### src/rtl/div_unit.sv
// div_unit: multi-cycle restoring divider for the EX stage.
// Signed or unsigned divide, one quotient bit per cycle (MSB first).
// Divide-by-zero and signed overflow complete without iterating.
// stall holds the pipeline from the request cycle until the result is ready.
module div_unit #(
    parameter int unsigned BIT_WIDTH = 32
) (
    input  logic                 clk,
    input  logic                 reset,
    input  logic                 start,
    input  logic                 is_signed,
    input  logic [BIT_WIDTH-1:0] dividend,
    input  logic [BIT_WIDTH-1:0] divisor,
    output logic [BIT_WIDTH-1:0] quotient,
    output logic [BIT_WIDTH-1:0] remainder,
    output logic                 busy,
    output logic                 done,
    output logic                 stall
);

    localparam int unsigned CW = $clog2(BIT_WIDTH) + 1;
    localparam logic [BIT_WIDTH-1:0] MOST_NEG = {1'b1, {(BIT_WIDTH-1){1'b0}}};

    typedef enum logic [1:0] {
        IDLE,
        RUN,
        DONE
    } state_t;

    state_t state;
    state_t state_nx;

    logic [CW-1:0]        cnt;
    // Dividend magnitude shifts out of the top while quotient bits shift in
    // at the bottom, so one register serves both.
    logic [BIT_WIDTH-1:0] acc_q;
    logic [BIT_WIDTH-1:0] part_r;
    logic [BIT_WIDTH-1:0] dvs_mag;
    logic                 sgn_mode;
    logic                 neg_q;
    logic                 neg_r;

    logic                 a_neg;
    logic                 b_neg;
    logic [BIT_WIDTH-1:0] a_mag;
    logic [BIT_WIDTH-1:0] b_mag;
    logic                 div_zero;
    logic                 sgn_ovf;
    logic                 special;

    logic [BIT_WIDTH:0]   shifted;
    logic [BIT_WIDTH:0]   diff;
    logic                 fits;
    logic [BIT_WIDTH-1:0] part_nx;
    logic [BIT_WIDTH-1:0] acc_nx;
    logic                 last;
    logic [BIT_WIDTH-1:0] q_fix;
    logic [BIT_WIDTH-1:0] r_fix;

    // Operand conditioning at request time: magnitudes, signs and special cases.
    always_comb begin
        a_neg    = is_signed & dividend[BIT_WIDTH-1];
        b_neg    = is_signed & divisor[BIT_WIDTH-1];
        a_mag    = a_neg ? -dividend : dividend;
        b_mag    = b_neg ? -divisor : divisor;
        div_zero = (divisor == '0);
        sgn_ovf  = is_signed & (dividend == MOST_NEG) & (divisor == '1);
        special  = div_zero | sgn_ovf;
    end

    // One restoring step plus sign correction of the final step's result.
    always_comb begin
        shifted = {part_r, acc_q[BIT_WIDTH-1]};
        diff    = shifted - {1'b0, dvs_mag};
        fits    = ~diff[BIT_WIDTH];
        part_nx = fits ? diff[BIT_WIDTH-1:0] : shifted[BIT_WIDTH-1:0];
        acc_nx  = {acc_q[BIT_WIDTH-2:0], fits};
        last    = (cnt == '0);
        q_fix   = (sgn_mode & neg_q) ? -acc_nx : acc_nx;
        r_fix   = (sgn_mode & neg_r) ? -part_nx : part_nx;
    end

    // State register.
    always_ff @(posedge clk) begin
        if (reset) begin
            state <= IDLE;
        end else begin
            state <= state_nx;
        end
    end

    // Next-state decode and pipeline stall.
    always_comb begin
        state_nx = state;
        stall    = 1'b0;
        case (state)
            IDLE: begin
                stall = start;
                if (start) begin
                    state_nx = special ? DONE : RUN;
                end
            end
            RUN: begin
                stall = 1'b1;
                if (last) begin
                    state_nx = DONE;
                end
            end
            DONE: begin
                state_nx = IDLE;
            end
            default: begin
                state_nx = IDLE;
            end
        endcase
        if (reset) begin
            stall = 1'b0;
        end
    end

    // Datapath: latch operands on accept, iterate in RUN, write results at the end.
    always_ff @(posedge clk) begin
        if (reset) begin
            cnt       <= '0;
            acc_q     <= '0;
            part_r    <= '0;
            dvs_mag   <= '0;
            sgn_mode  <= 1'b0;
            neg_q     <= 1'b0;
            neg_r     <= 1'b0;
            quotient  <= '0;
            remainder <= '0;
            busy      <= 1'b0;
            done      <= 1'b0;
        end else begin
            busy <= (state_nx == RUN);
            done <= (state_nx == DONE);
            case (state)
                IDLE: begin
                    if (start) begin
                        sgn_mode <= is_signed;
                        neg_q    <= a_neg ^ b_neg;
                        neg_r    <= a_neg;
                        acc_q    <= a_mag;
                        dvs_mag  <= b_mag;
                        part_r   <= '0;
                        cnt      <= CW'(BIT_WIDTH - 1);
                        if (div_zero) begin
                            quotient  <= '1;
                            remainder <= dividend;
                        end else if (sgn_ovf) begin
                            quotient  <= dividend;
                            remainder <= '0;
                        end
                    end
                end
                RUN: begin
                    part_r <= part_nx;
                    acc_q  <= acc_nx;
                    cnt    <= cnt - CW'(1);
                    if (last) begin
                        quotient  <= q_fix;
                        remainder <= r_fix;
                    end
                end
                default: begin
                end
            endcase
        end
    end

endmodule

### config.mk
export PLATFORM = sky130hd
export DESIGN_NAME = div_unit
export DESIGN_NICKNAME = d
export VERILOG_FILES = /design/src/rtl/div_unit.sv
export SDC_FILE = /design/constraint.sdc
export NUM_CORES = 1
export LEC_CHECK = 0
export CORE_ASPECT_RATIO = 2
export CORE_UTILIZATION = 55
export DETAILED_ROUTE_END_ITERATION = 12
export PLACE_DENSITY_LB_ADDON = 0.05
export SLEW_MARGIN = 20
export SYNTH_ARGS = -nofsm -noshare
export SYNTH_HDL_FRONTEND = slang
export SYNTH_SLANG_ARGS = --single-unit
export TNS_END_PERCENT = 5
### constraint.sdc
create_clock -name clk -period 5.65 [get_ports clk]
set_input_delay 1.13 -clock clk [delete_from_list [all_inputs] [get_ports clk]]
set_output_delay 1.13 -clock clk [all_outputs]
set_load 0.05 [all_outputs]
==> results.json <==
{
  "outcome": "completed",
  "period_minus_slack_ns": 4.87,
  "synth_edf_count": 0,
  "clk_pin_slew_ns": 0.07,
  "grt_overflow": 0,
  "synthFlopType": "dfxtp_1",
  "worst_setup_path_end_kind": "register",
  "holdCritPathClass": "reg -> reg",
  "coreArea_um2": 22000,
  "muxShareOfSynthArea_pct": 1.52,
  "synth_cells": 1658,
  "die_w_um": 108,
  "cellLeakagePower_uw": 0.00510,
  "wl_per_cell_um": 21.9,
  "num_vias": 12900,
  "power_frac_seq_pct": 34.4,
  "ios": 135,
  "p_int_uw": 2530,
  "relSlewSlack_pct": 26.2,
  "routabilityCongestion": 0.936,
  "synth_fa_ha_area_share_pct": 4.14,
  "layout.area.seq_um2": 3460,
  "drt_iter0_markers": 955,
  "final_util_pct": 65.3,
  "worst_pin_slew_ns": 1.11,
  "timing.hold.ws_ns": 0.453,
  "async_reset_ff_share_pct": 0,
  "syn_to_final_growth_pct": 16.8,
  "synth_fp_nets": 1766,
  "maxSlewViolCount": 0,
  "dp_hpwl_um": 33600,
  "ctsHoldBuffers": 0,
  "num-fill-cells": 2034,
  "cts_sinks": 173,
  "finalSetupViolations": 0,
  "initial_utilization_pct": 55.9,
  "synthSimpleGateAreaFrac_pct": 23.8,
  "die_h_um": 213,
  "start_kind": "register",
  "path_max_fanout": 6,
  "yosysTopAreaCell": "dfxtp_1",
  "grt_max_degree": 101,
  "netlist_area_um2": 12300,
  "cpMostUsedCell": "a21oi_1",
  "ctsLongestPathBuffers": 2,
  "grt_pass1_wl_um": 67000,
  "num_antenna_cells": 0,
  "routed_wl_um": 44100,
  "synth_area_leaders": "dfxtp_1 (28%), nor2_1 (7.9%), a21oi_1 (6.0%), xnor2_1 (5.1%), nand2_1 (4.9%)",
  "final.setup.tns_ns": 0,
  "power.switching_uw": 1480,
  "netlist.area_leader.share_pct": 28.2,
  "vias_per_cell": 6.39,
  "rows": 77,
  "cts_tree": "built",
  "max_freq_mhz": 205,
  "slowest_stage": "fa_1",
  "cts_resized": 0,
  "synth_top_family_by_area": "compound AO/OA/AOI/OAI gates",
  "cts_max_level": 4,
  "dieArea_um2": 23000,
  "cts_root_buf": "clkbuf_16",
  "io_buffers": 134,
  "worstPathArrival_ns": 5.18,
  "rsz0062_at_grt": "false",
  "post-route-period-util_pct": 86.2,
  "finalHoldViolations": 0,
  "grt_usage_pct": 38.9,
  "synth_common_cells": "nor2_1 (259), dfxtp_1 (173), nand2_1 (160), a21oi_1 (147), clkbuf_1 (78)",
  "cts_buffers": 17,
  "drive_gt1_share_pct": 5.98,
  "ys_ff_latch": 173,
  "fin_nets": 1833,
  "dr.pass1.iters": 6,
  "crit_type": "reg -> reg",
  "multi_input_area_um2": 8200,
  "p_per_area_nw_per_um2": 280,
  "synth_compound_area_share_pct": 27.8,
  "yosysWarnings": 0,
  "switching_share_pct": 36.9,
  "peakVddDrop_mv": 0.272,
  "critical_path.max_stage_delay_ns": 0.40,
  "clk_latency_ns": 0.46,
  "comb_power_share_pct": 33.6,
  "cts_setup_buffers": 0,
  "crit_chain": "inv_1 -> ha_1 -> fa_1 -> nand2b_1 -> a21oi_1 -> o21ai_1 -> a21oi_2 -> o21a_2 -> nor2_8 -> inv_4 -> nor2_1 -> a21oi_1 -> ha_1 -> nand3_1 -> nor3_1 -> o21ai_0 -> o31ai_2 -> o211ai_1 -> nand2_1 -> o21ai_0 -> a21oi_1 -> a31oi_1",
  "ys_seq_area_share_pct": 28.2,
  "ys_types": 95,
  "antenna_found_initial": 0,
  "max-cap-violations": 0,
  "critPathRequiredTime_ns": 5.96,
  "synth.most_common_cell": "nor2_1",
  "grt_pass1_vias": 12300,
  "clkPwrFrac_pct": 31.9,
  "synth-xor-area-share_pct": 9.13,
  "syn-mean-instance-area_um2": 7.40,
  "drc": 0,
  "fin_worst_skew_ns": 0.00589,
  "ant_nets": 0
}
[area by class of cell]
cell class | count | area share [%]
Clock inverter | 9 | 1.12
Tap cell | 276 | 2.41
Sequential cell | 173 | 24.2
Inverter | 53 | 1.41
Timing Repair Buffer | 156 | 10.5
Multi-Input combinational cell | 1324 | 57.2
Clock buffer | 23 | 3.26
[worst paths after layout]
check / start / slack [ns] / cells past startpoint / endpoint
min reg2reg: quotient[15]$_SDFFE_PP0P_ / 0.45 / 2 / quotient[15]$_SDFFE_PP0P_
min: quotient[15]$_SDFFE_PP0P_ / 0.45 / 2 / quotient[15]$_SDFFE_PP0P_
max reg2reg: acc_q[31]$_SDFFE_PP0P_ / 0.78 / 22 / remainder[28]$_SDFFE_PP0P_
max: acc_q[31]$_SDFFE_PP0P_ / 0.78 / 22 / remainder[28]$_SDFFE_PP0P_
[power groups by stage]
stage	registers (uW)	clock network [uW]	logic [uW]
final	1380	1280	1350
after floorplan	1450	0	855
after global placement	1410	0	1320
after CTS	1380	1290	1330
after detailed placement	1410	0	1320
after global routing	1390	1330	1460
[layout by cell type, fill, tap and decap left out, drive strengths merged, types with 4 or more instances in the layout]
| cell type | synthesis | final |
|---|---|---|
| nor2 | 260 | 260 |
| dfxtp | 173 | 173 |
| nand2 | 161 | 161 |
| a21oi | 154 | 154 |
| clkdlybuf4s50 | 0 | 133 |
| o21ai | 77 | 77 |
| a211oi | 74 | 74 |
| xnor2 | 71 | 71 |
| nor3 | 63 | 63 |
| xor2 | 57 | 57 |
| inv | 53 | 53 |
| ha | 39 | 39 |
| nand3 | 35 | 35 |
| a22oi | 30 | 30 |
| nor4 | 24 | 24 |
| buf | 30 | 23 |
| clkbuf | 78 | 23 |
| o31ai | 22 | 22 |
| or3 | 19 | 19 |
| a31oi | 19 | 19 |
| o211ai | 18 | 18 |
| a222oi | 18 | 18 |
| nand4 | 17 | 17 |
| mux2i | 14 | 14 |
| and2 | 12 | 12 |
| and3 | 11 | 11 |
| a311oi | 11 | 11 |
| nand2b | 10 | 10 |
| a21o | 8 | 8 |
| o41ai | 8 | 8 |
| o21a | 8 | 8 |
| o22ai | 7 | 7 |
| o221ai | 6 | 6 |
| nor3b | 6 | 6 |
| or2 | 6 | 6 |
| o311ai | 5 | 5 |
| bufinv | 0 | 4 |
| nor2b | 4 | 4 |
| o21bai | 4 | 4 |
[per-layer routing]
metal	routed length (um)	global-route usage, %	vias to the layer above
li1	-	-	6145
met1	15000	37.9	6044
met2	23000	70.2	504
met3	2110	5.56	169
met4	4050	33.8	0
met5	0	0	-
[registers in the layout, indices dropped and copies added, names as in the netlist]
signal and cells:
neg_q 1, cnt 6, part_r 32, sgn_mode 1, acc_q 32, quotient 32, remainder 32, state 2
dvs_mag 32, busy 1, neg_r 1, done 1
[worst max-delay path: cells and delay by family (launching register included)]
| kind | cells | cell delay, ns |
|---|---|---|
| and+or+nand+nor | 6 | 0.85 |
| AOI/OAI and AO/OA | 11 | 2.41 |
| buffers and inverters | 2 | 0.15 |
| adders and majority gates | 3 | 0.95 |
| DFF | 1 | 0.37 |
[kinds of logic (layout without fill, tap and decap cells)]
kind of cell / Yosys count / count (layout)
AND/OR/NAND/NOR: 640 / 640
flip-flops: 173 / 173
adder cells (fa/ha/maj): 40 / 40
buffers and inverters: 161 / 241
multiplexers: 17 / 17
XOR/XNOR: 128 / 128
AO/OA/AOI/OAI: 499 / 499
[through the flow]
step	cells	setup slack (ns)	power [uW]	cell area (um2)
final	2014	0.778	4010	14300
after global routing	2014	0.517	4170	14300
after CTS	2014	0.929	4000	14300
after detailed placement	1982	0.713	2730	13700
after global placement	1982	0.823	2720	13700
after floorplan	1658	1.41	2310	12300
(Power assumes the default switching activity.)
